File: src/rtl/fetch_pkg.sv
// Shared constants and types for the instruction fetch stage.
// The opcode/jump-index field bounds assume the 32-bit instruction encoding.
package fetch_pkg;

    localparam logic [5:0]  OP_J             = 6'b000010;
    localparam int unsigned OPC_HI           = 31;
    localparam int unsigned OPC_LO           = 26;
    localparam int unsigned JIDX_HI          = 25;
    localparam int unsigned JIDX_LO          = 0;
    localparam int unsigned DEFAULT_RESET_PC = 0;

    typedef enum logic {
        BOOT,
        RUN
    } fetch_state_e;

endpackage

File: src/rtl/instruction_fetch_if.sv
// Fetch-stage bus: instruction-memory port plus the decode/execute handshake.
// The master view belongs to the fetch stage and the slave view to its environment.
interface instruction_fetch_if #(
    parameter int unsigned ADDR_W  = 32,
    parameter int unsigned INSTR_W = 32
) ();

    logic [ADDR_W-1:0]  Address;
    logic [INSTR_W-1:0] ReadData;
    logic [INSTR_W-1:0] Instr;
    logic [ADDR_W-1:0]  InstrPC;
    logic               InstrValid;
    logic               Stall;
    logic               Redirect;
    logic [ADDR_W-1:0]  RedirectPC;
    logic               PredTaken;

    modport master (
        output Address,
        output Instr,
        output InstrPC,
        output InstrValid,
        output PredTaken,
        input  ReadData,
        input  Stall,
        input  Redirect,
        input  RedirectPC
    );

    modport slave (
        input  Address,
        input  Instr,
        input  InstrPC,
        input  InstrValid,
        input  PredTaken,
        output ReadData,
        output Stall,
        output Redirect,
        output RedirectPC
    );

endinterface

File: src/rtl/jump_predecode.sv
// Combinational J-type detector: flags an accepted jump and forms its target
// from the upper bits of the jump's own PC and the 26-bit instruction index.
module jump_predecode
    import fetch_pkg::*;
#(
    parameter int unsigned ADDR_W  = 32,
    parameter int unsigned INSTR_W = 32
) (
    input  logic                       valid_i,
    input  logic [INSTR_W-1:0]         instr_i,
    input  logic [ADDR_W-JIDX_HI-2:0]  f_pc_hi_i,
    output logic                       hit_o,
    output logic [ADDR_W-1:0]          target_o
);

    assign hit_o    = valid_i & (instr_i[OPC_HI:OPC_LO] == OP_J);
    assign target_o = {f_pc_hi_i, instr_i[JIDX_HI:JIDX_LO]};

endmodule

File: src/rtl/instruction_fetch.sv
// Fetch stage: owns the PC, drives the 1-cycle-latency instruction memory and
// replays the in-flight fetch on stall. Optional jump predecode: FETCH_JUMP_PREDECODE_EN.
module instruction_fetch
    import fetch_pkg::*;
#(
    parameter int unsigned ADDR_W   = 32,
    parameter int unsigned INSTR_W  = 32,
    parameter int unsigned RESET_PC = DEFAULT_RESET_PC
) (
    input  logic                 Clk,
    input  logic                 Reset_n,
    instruction_fetch_if.master  fetch_bus
);

    localparam logic [ADDR_W-1:0] ResetPc = ADDR_W'(RESET_PC);

    fetch_state_e      state_q, state_d;
    logic [ADDR_W-1:0] pc_q, pc_d;
    logic [ADDR_W-1:0] f_pc_q, f_pc_d;
    logic [ADDR_W-1:0] addr;
    logic [ADDR_W-1:0] pred_target;
    logic              f_valid;
    logic              instr_valid;
    logic              replay;
    logic              pred_hit;

    // The in-flight fetch exists exactly when the FSM has left BOOT.
    assign f_valid     = (state_q == RUN);
    assign instr_valid = f_valid & ~fetch_bus.Redirect;

`ifdef FETCH_JUMP_PREDECODE_EN
    jump_predecode #(
        .ADDR_W  (ADDR_W),
        .INSTR_W (INSTR_W)
    ) u_jump_predecode (
        .valid_i   (instr_valid & ~fetch_bus.Stall),
        .instr_i   (fetch_bus.ReadData),
        .f_pc_hi_i (f_pc_q[ADDR_W-1:JIDX_HI+1]),
        .hit_o     (pred_hit),
        .target_o  (pred_target)
    );
`else
    assign pred_hit    = 1'b0;
    assign pred_target = '0;
`endif

    always_comb begin
        state_d = state_q;
        addr    = pc_q;
        replay  = 1'b0;

        case (state_q)
            BOOT:    state_d = RUN;
            RUN:     state_d = RUN;
            default: state_d = BOOT;
        endcase

        if (fetch_bus.Redirect) begin
            addr = fetch_bus.RedirectPC;
        end else if (pred_hit) begin
            addr = pred_target;
        end else if (fetch_bus.Stall && f_valid) begin
            addr   = f_pc_q;
            replay = 1'b1;
        end

        f_pc_d = addr;
        // A replay refetches f_pc, so the sequential PC must not advance.
        pc_d   = replay ? pc_q : addr + ADDR_W'(1);
    end

    always_ff @(posedge Clk or negedge Reset_n) begin
        if (!Reset_n) begin
            state_q <= BOOT;
            pc_q    <= ResetPc;
            f_pc_q  <= ResetPc;
        end else begin
            state_q <= state_d;
            pc_q    <= pc_d;
            f_pc_q  <= f_pc_d;
        end
    end

    assign fetch_bus.Address    = addr;
    assign fetch_bus.Instr      = fetch_bus.ReadData;
    assign fetch_bus.InstrPC    = f_pc_q;
    assign fetch_bus.InstrValid = instr_valid;
    assign fetch_bus.PredTaken  = pred_hit;

endmodule

File: src/flat_wrapper.sv
// flat-port wrapper written by rule: the top's interface ports become plain ports
module instruction_fetch_flat import fetch_pkg::*;
#(
    parameter int unsigned ADDR_W   = 32,
    parameter int unsigned INSTR_W  = 32,
    parameter int unsigned RESET_PC = DEFAULT_RESET_PC
)
  (Clk, Reset_n, fetch_bus_Address, fetch_bus_Instr, fetch_bus_InstrPC, fetch_bus_InstrValid, fetch_bus_PredTaken, fetch_bus_ReadData, fetch_bus_Stall, fetch_bus_Redirect, fetch_bus_RedirectPC);
  instruction_fetch_if #(.ADDR_W(ADDR_W), .INSTR_W(INSTR_W)) fetch_bus_i ();
  input  logic Clk;
  input  logic Reset_n;
  output wire logic [$bits(fetch_bus_i.Address)-1:0] fetch_bus_Address;
  output wire logic [$bits(fetch_bus_i.Instr)-1:0] fetch_bus_Instr;
  output wire logic [$bits(fetch_bus_i.InstrPC)-1:0] fetch_bus_InstrPC;
  output wire logic [$bits(fetch_bus_i.InstrValid)-1:0] fetch_bus_InstrValid;
  output wire logic [$bits(fetch_bus_i.PredTaken)-1:0] fetch_bus_PredTaken;
  input wire logic [$bits(fetch_bus_i.ReadData)-1:0] fetch_bus_ReadData;
  input wire logic [$bits(fetch_bus_i.Stall)-1:0] fetch_bus_Stall;
  input wire logic [$bits(fetch_bus_i.Redirect)-1:0] fetch_bus_Redirect;
  input wire logic [$bits(fetch_bus_i.RedirectPC)-1:0] fetch_bus_RedirectPC;
  assign fetch_bus_Address = fetch_bus_i.Address;
  assign fetch_bus_Instr = fetch_bus_i.Instr;
  assign fetch_bus_InstrPC = fetch_bus_i.InstrPC;
  assign fetch_bus_InstrValid = fetch_bus_i.InstrValid;
  assign fetch_bus_PredTaken = fetch_bus_i.PredTaken;
  assign fetch_bus_i.ReadData = fetch_bus_ReadData;
  assign fetch_bus_i.Stall = fetch_bus_Stall;
  assign fetch_bus_i.Redirect = fetch_bus_Redirect;
  assign fetch_bus_i.RedirectPC = fetch_bus_RedirectPC;
  instruction_fetch #(.ADDR_W(ADDR_W), .INSTR_W(INSTR_W), .RESET_PC(RESET_PC)) u_core (.Clk(Clk), .Reset_n(Reset_n), .fetch_bus(fetch_bus_i));
endmodule
File: config.mk
export PLATFORM = sky130hd
export DESIGN_NAME = instruction_fetch_flat
export DESIGN_NICKNAME = d
export VERILOG_FILES = /design/src/rtl/fetch_pkg.sv /design/src/rtl/instruction_fetch_if.sv /design/src/rtl/jump_predecode.sv /design/src/rtl/instruction_fetch.sv /design/src/flat_wrapper.sv
export SDC_FILE = /design/constraint.sdc
export NUM_CORES = 1
export LEC_CHECK = 0
export ABC_AREA = 0
export BUFFER_PORTS_ARGS = -buffer_cell sky130_fd_sc_hd__clkbuf_2
export CORE_ASPECT_RATIO = 1.2
export CORE_MARGIN = 2
export CORE_UTILIZATION = 35
export DETAILED_ROUTE_END_ITERATION = 12
export RECOVER_POWER = 100
export SYNTH_ARGS = -nofsm -noshare
export SYNTH_HDL_FRONTEND = slang
export SYNTH_SLANG_ARGS = --single-unit
export TNS_END_PERCENT = 1
File: constraint.sdc
create_clock -name Clk -period 3.5 [get_ports Clk]
set_input_delay 0.35 -clock Clk [delete_from_list [all_inputs] [get_ports Clk]]
set_output_delay 0.35 -clock Clk [all_outputs]
set_load 0.03 [all_outputs]
==> results_dict.tcl, run 1 <==
set metrics [dict create \
    synth_top_cell_by_area "dfrtp_1" \
    setup_tns_ps 0 \
    clk_latency_ps 340 \
    gr-total-overflow 0 \
    avgSynthCellArea_um2 9.65 \
    setup_viol 0 \
    syn_area_um2 3900 \
    n_fill_cell 1160 \
    via_per_inst 5.14 \
    yosysMostFrequentCell "dfrtp_1" \
    worstPathRequired_ps 3720 \
    cts_buffers 9 \
    hpwl_mm 6.94 \
    outcome "completed" \
    die_area_um2 12000 \
    drive_gt1_share_pct 17.0 \
    cts.sinks 65 \
    synth_seq_cells 65 \
    synth_common_cells "65 x dfrtp_1, 57 x nor2_1, 38 x buf_4" \
    slew_violations 0 \
    wl_per_cell_um 16.2 \
    ys_types 39 \
    dieHeight_um 120 \
    irDropWorstVdd_mv 0.269 \
    grt_pass1_vias 3073 \
    final_util_pct 40.2 \
    worst_slack_ps 440 \
    tightest_slew_ps 1430 \
    critical_path_arrival_ps 3280 \
    cap_violations 0 \
    final_cell_area_um2 4390 \
    synth_top_cells_by_area "dfrtp_1 42%, buf_4 7.3%, a211oi_2 6.7%" \
    firstDrtPassIters 4 \
    num_antenna_cells 0 \
    io_pins 166 \
    hp-class "in -> reg" \
    fp-row-count 42 \
    vias 3163 \
    htreeDepth 3 \
    drtIter0Drc 151 \
    cts_resized 0 \
    netlist_instances 404 \
    max_freq_mhz 327 \
    async_reset_ff_share_pct 100 \
    dpl_cell_area_um2 4310 \
    grt_pass1_wl_mm 15.8 \
    fin_nets 548 \
    cp_max_fo 21 \
    cp-end-kind "flip-flop" \
    syn_to_final_growth_pct 12.7 \
    min_period_ps 3060 \
    p_per_area_nw_per_um2 574 \
    power_mw 2.52 \
    p_leak_nw 1.74 \
    die_w_um 100 \
    synthFlopType "dfrtp_1" \
    initial_core_util_pct 35.7 \
    cts_tree "yes" \
    wirelength_mm 9.96 \
    cts_hold_buffers 0 \
    root_buffer "clkbuf_16" \
    pre_cts_ws_ps 490 \
    synth_edf_count 0 \
    crit_type "reg -> reg" \
    post-route-drc-count 0 \
    coreArea_um2 10900 \
    holdWs_ps 312 \
    synth_top_area_share_pct 41.7 \
    grt_usage_pct 16.8 \
    clock_skew_ps 10.5 \
    grt_antenna_before_repair 0 \
    cts_buffer_depth 2 \
    synth.net_count 473 \
    io_buffers 100 \
    layout.cells.non_filler 615 \
    rsz0062_at_grt "false" \
    ys_warn_count 0 \
    dp.cells 600 \
    critPathLaunchType "flip-flop" \
    maxSlewHeadroom_pct 4.57 \
    postCtsSetupBuffers 0 \
    routabilityCongestion 0.825 \
    yosysSeqAreaShare_pct 41.7 \
    post-route-period-util_pct 87.4 \
    clkTransAtPathRegs_ps 60 \
    grt_max_degree 93 \
    hold_viol_final 0 \
    ant_nets 0 \
]
worst paths after layout:
kind / from / to / slack (ps) / cells after the start
min in group asynchronous: Reset_n / u_core.pc_q[30]$_DFFE_PN0N_ / 330 / 1
setup / recovery: u_core.f_valid$_DFF_PN0_ / u_core.pc_q[30]$_DFFE_PN0N_ / 440 / 8
hold reg to reg: u_core.pc_q[20]$_DFFE_PN0N_ / u_core.pc_q[20]$_DFFE_PN0N_ / 530 / 2
setup reg to reg: u_core.f_valid$_DFF_PN0_ / u_core.pc_q[30]$_DFFE_PN0N_ / 440 / 8
max in group asynchronous: Reset_n / u_core.fetch_bus.InstrPC[5]$_DFF_PN0_ / 1420 / 2
hold / removal: fetch_bus_RedirectPC[29] / u_core.fetch_bus.InstrPC[29]$_DFF_PN0_ / 310 / 3
sequential cells by signal, summed over array words and instances, names as in the netlist:
register,cells
u_core.f_valid,1
u_core.fetch_bus.InstrPC,32
u_core.pc_q,32
routing by layer:
layer / wire (µm) / global-route usage, %
met3: 685 / 5.42
met4: 119 / 5.31
met1: 4570 / 22.5
met2: 4590 / 25.7
met5: 0 / 0
placed cells by master, fill, tap and decap left out, types with 6 or more instances in the layout:
cell type | synthesis | routed
a211oi_1 | 21 | 34
a211oi_2 | 21 | 8
a21oi_1 | 31 | 31
buf_4 | 38 | 9
clkbuf_1 | 6 | 71
clkbuf_16 | 0 | 9
clkbuf_2 | 0 | 45
dfrtp_1 | 65 | 65
inv_1 | 7 | 7
nand2_1 | 24 | 24
nand3_1 | 12 | 12
nand4b_1 | 6 | 6
nor2_1 | 57 | 57
nor2b_1 | 23 | 23
nor3_1 | 3 | 6
o311ai_0 | 1 | 6
xnor2_1 | 15 | 15
xor2_1 | 15 | 15
report_power, final:
part	internal [mW]	switching [mW]	leakage (nW)	total, mW
registers	0.858	0.0596	0.741	0.918
logic	0.183	0.457	0.843	0.640
clock network	0.638	0.326	0.153	0.964
final cells by class:
type,count,area [µm²],share of cell area [%]
Timing Repair Buffer,124,572,13.0
Multi-Input combinational cell,272,1690,38.5
Sequential cell,65,1630,37.0
Clock buffer,12,246,5.61
Clock inverter,3,65.1,1.48
Inverter,7,26.3,0.598
Tap cell,132,165,3.76
critical path, stage by stage (launching register included):
cell and delay [ps]:
dfrtp_1 380, and2_4 260, buf_4 230, a211oi_1 560, nand3_1 350, or3_1 530
nor4_1 380, xnor2_1 160, a21oi_1 80
cells by family (layout without fill, tap and decap cells):
group                    count (synthesis)  count (layout)  synth area share [%]
AND/OR/NAND/NOR                        149             149                  20.3
XOR/XNOR                                30              30                  6.74
flip-flops                              65              65                  41.7
AO/OA/AOI/OAI                           84              84                  16.9
buffers and inverters                   67             146                  12.2
other                                    2               2                 0.193
multiplexers                             6               6                  1.57
adder cells (fa/ha/maj)                  1               1                 0.321
No activity file was read; power rests on OpenSTA's default activity.
==> run 2: changes to the inputs <==
PLACE_DENSITY = 0.65   (was unset)
==> results_dict.tcl, run 2 (synthesized netlist as in run 1, its figures left out) <==
set metrics [dict create \
    outcome "finished, violations left" \
    violations "max-capacitance violations, max-slew violations" \
    io_buffers 100 \
    cts_buffers 9 \
    wl_per_cell_um 16.7 \
    clock_skew_ps 6.62 \
    layout_common_cells "70 x clkbuf_1, 65 x dfrtp_1, 57 x nor2_1" \
    cts.sinks 65 \
    cts_tree "yes" \
    hold_viol_final 0 \
    crit_type "reg -> reg" \
    p_leak_nw 1.74 \
    slew_violations 66 \
    slowest_stage "or4_1" \
    dieHeight_um 120 \
    htreeDepth 3 \
    post-route-period-util_pct 87.0 \
    grt_pass1_wl_mm 16.6 \
    min_period_ps 3040 \
    path_delay_family "simple AND/OR/NAND/NOR gates" \
    die_area_um2 12000 \
    hp-class "in -> reg" \
    drtIter0Drc 92 \
    grt_pass1_vias 3316 \
    power_mw 2.54 \
    holdWs_ps 361 \
    worstPathRequired_ps 3690 \
    num_antenna_cells 0 \
    gr-total-overflow 0 \
    irDropWorstVdd_mv 0.264 \
    final_util_pct 40.5 \
    gr-usage-met2_pct 27.2 \
    setup_tns_ps 0 \
    setup_viol 0 \
    hpwl_mm 6.99 \
    cts_resized 0 \
    critPathCapture "u_core.pc_q[30]$_DFFE_PN0N_" \
    cp_max_fo 29 \
    layout_commonest_cell "clkbuf_1" \
    use_met1_pct 23.4 \
    r2r_end "u_core.pc_q[30]$_DFFE_PN0N_" \
    p_per_area_nw_per_um2 574 \
    critical_path_arrival_ps 3230 \
    grt_antenna_before_repair 0 \
    fin_nets 547 \
    drive_gt1_share_pct 17.6 \
    postCtsSetupBuffers 0 \
    cts_buffer_depth 2 \
    fp-row-count 42 \
    ant_nets 0 \
    maxSlewHeadroom_pct -11.3 \
    io_pins 166 \
    firstDrtPassIters 4 \
    tightest_slew_ps 1670 \
    dp.cells 599 \
    worstPathCellList "buf_4, a211oi_1, a211oi_1, nand3_2, or4_1, nor4_1, xnor2_1, a21oi_1" \
    grt_use_met3_pct 3.73 \
    cp_common_cell "a211oi_1" \
    clkTransAtPathRegs_ps 60 \
    clk_latency_ps 330 \
    routabilityCongestion 0.828 \
    cp-end-kind "flip-flop" \
    crit_path_max_incr_delay_ps 730 \
    layout.cells.non_filler 615 \
    cp.depth 8 \
    max_freq_mhz 329 \
    ff2ff_setup_slack_ps 460 \
    gr-max-usage-layer "met2" \
    critPathLaunchType "flip-flop" \
    crit_path_start "u_core.f_valid$_DFF_PN0_" \
    crit_buf_inv 1 \
    post-route-drc-count 0 \
    grt_usage_pct 17.5 \
    via_per_inst 5.31 \
    die_w_um 100 \
    coreArea_um2 10900 \
    grt_max_degree 66 \
    cap_violations 1 \
    initial_core_util_pct 35.7 \
    syn_to_final_growth_pct 13.4 \
    root_buffer "clkbuf_16" \
    vias 3267 \
    r2r_cells 8 \
    wirelength_mm 10.3 \
    rsz0062_at_grt "false" \
    cts_hold_buffers 0 \
    reg2reg_from "u_core.f_valid$_DFF_PN0_" \
]
-- run 2: cell count changes in the layout (fill, tap and decap cells not counted), sizes merged --
cell / change
clkbuf: -7
buf: +3
clkinv: +3
clkinvlp: +1
-- run 2: how the worst min path moves through the flow --
stage / start / end / slack, ps / cells past startpoint
after global placement: u_core.pc_q[1]$_DFFE_PN0N_ / u_core.pc_q[1]$_DFFE_PN0N_ / 490 / 1
after floorplan: Reset_n / u_core.f_valid$_DFF_PN0_ / 50 / 0
after CTS: Reset_n / u_core.fetch_bus.InstrPC[0]$_DFF_PN0_ / 260 / 2
after global routing: fetch_bus_RedirectPC[20] / u_core.fetch_bus.InstrPC[20]$_DFF_PN0_ / 390 / 3
after detailed placement: u_core.pc_q[26]$_DFFE_PN0N_ / u_core.pc_q[26]$_DFFE_PN0N_ / 520 / 2
final: fetch_bus_RedirectPC[11] / u_core.fetch_bus.InstrPC[11]$_DFF_PN0_ / 360 / 3
-- run 2: cell type report --
cell class	count	area [µm²]
multi-input combinational	272	1700
timing repair buffer	123	583
clock inverter	7	95.1
sequential	65	1630
clock buffer	9	225
fill	1155	6510
tap	132	165
inverter	7	26.3
-- run 2: power breakdown --
part	switching, mW	leakage, nW	internal [mW]
Sequential	0.0595	0.741	0.858
Combinational	0.462	0.846	0.188
Clock	0.348	0.155	0.623
-- run 2: worst min-delay path: stages --
cell and delay, ps:
clkbuf_2 80, nor2b_1 130, a211oi_2 80
-- run 2: metrics by stage --
step	instance area (µm²)	worst slack, ps
CTS	4640	633
floorplan	3900	240
finish	4420	456
detailed placement	4320	322
global placement	4320	405
global route	4420	202
-- run 2: metal layers --
layer | part of all wire (%) | up-vias
met4 | 1.3 | 0
li1 | - | 1532
met1 | 43 | 1595
met2 | 48 | 127
met3 | 7.5 | 13
met5 | 0 | -
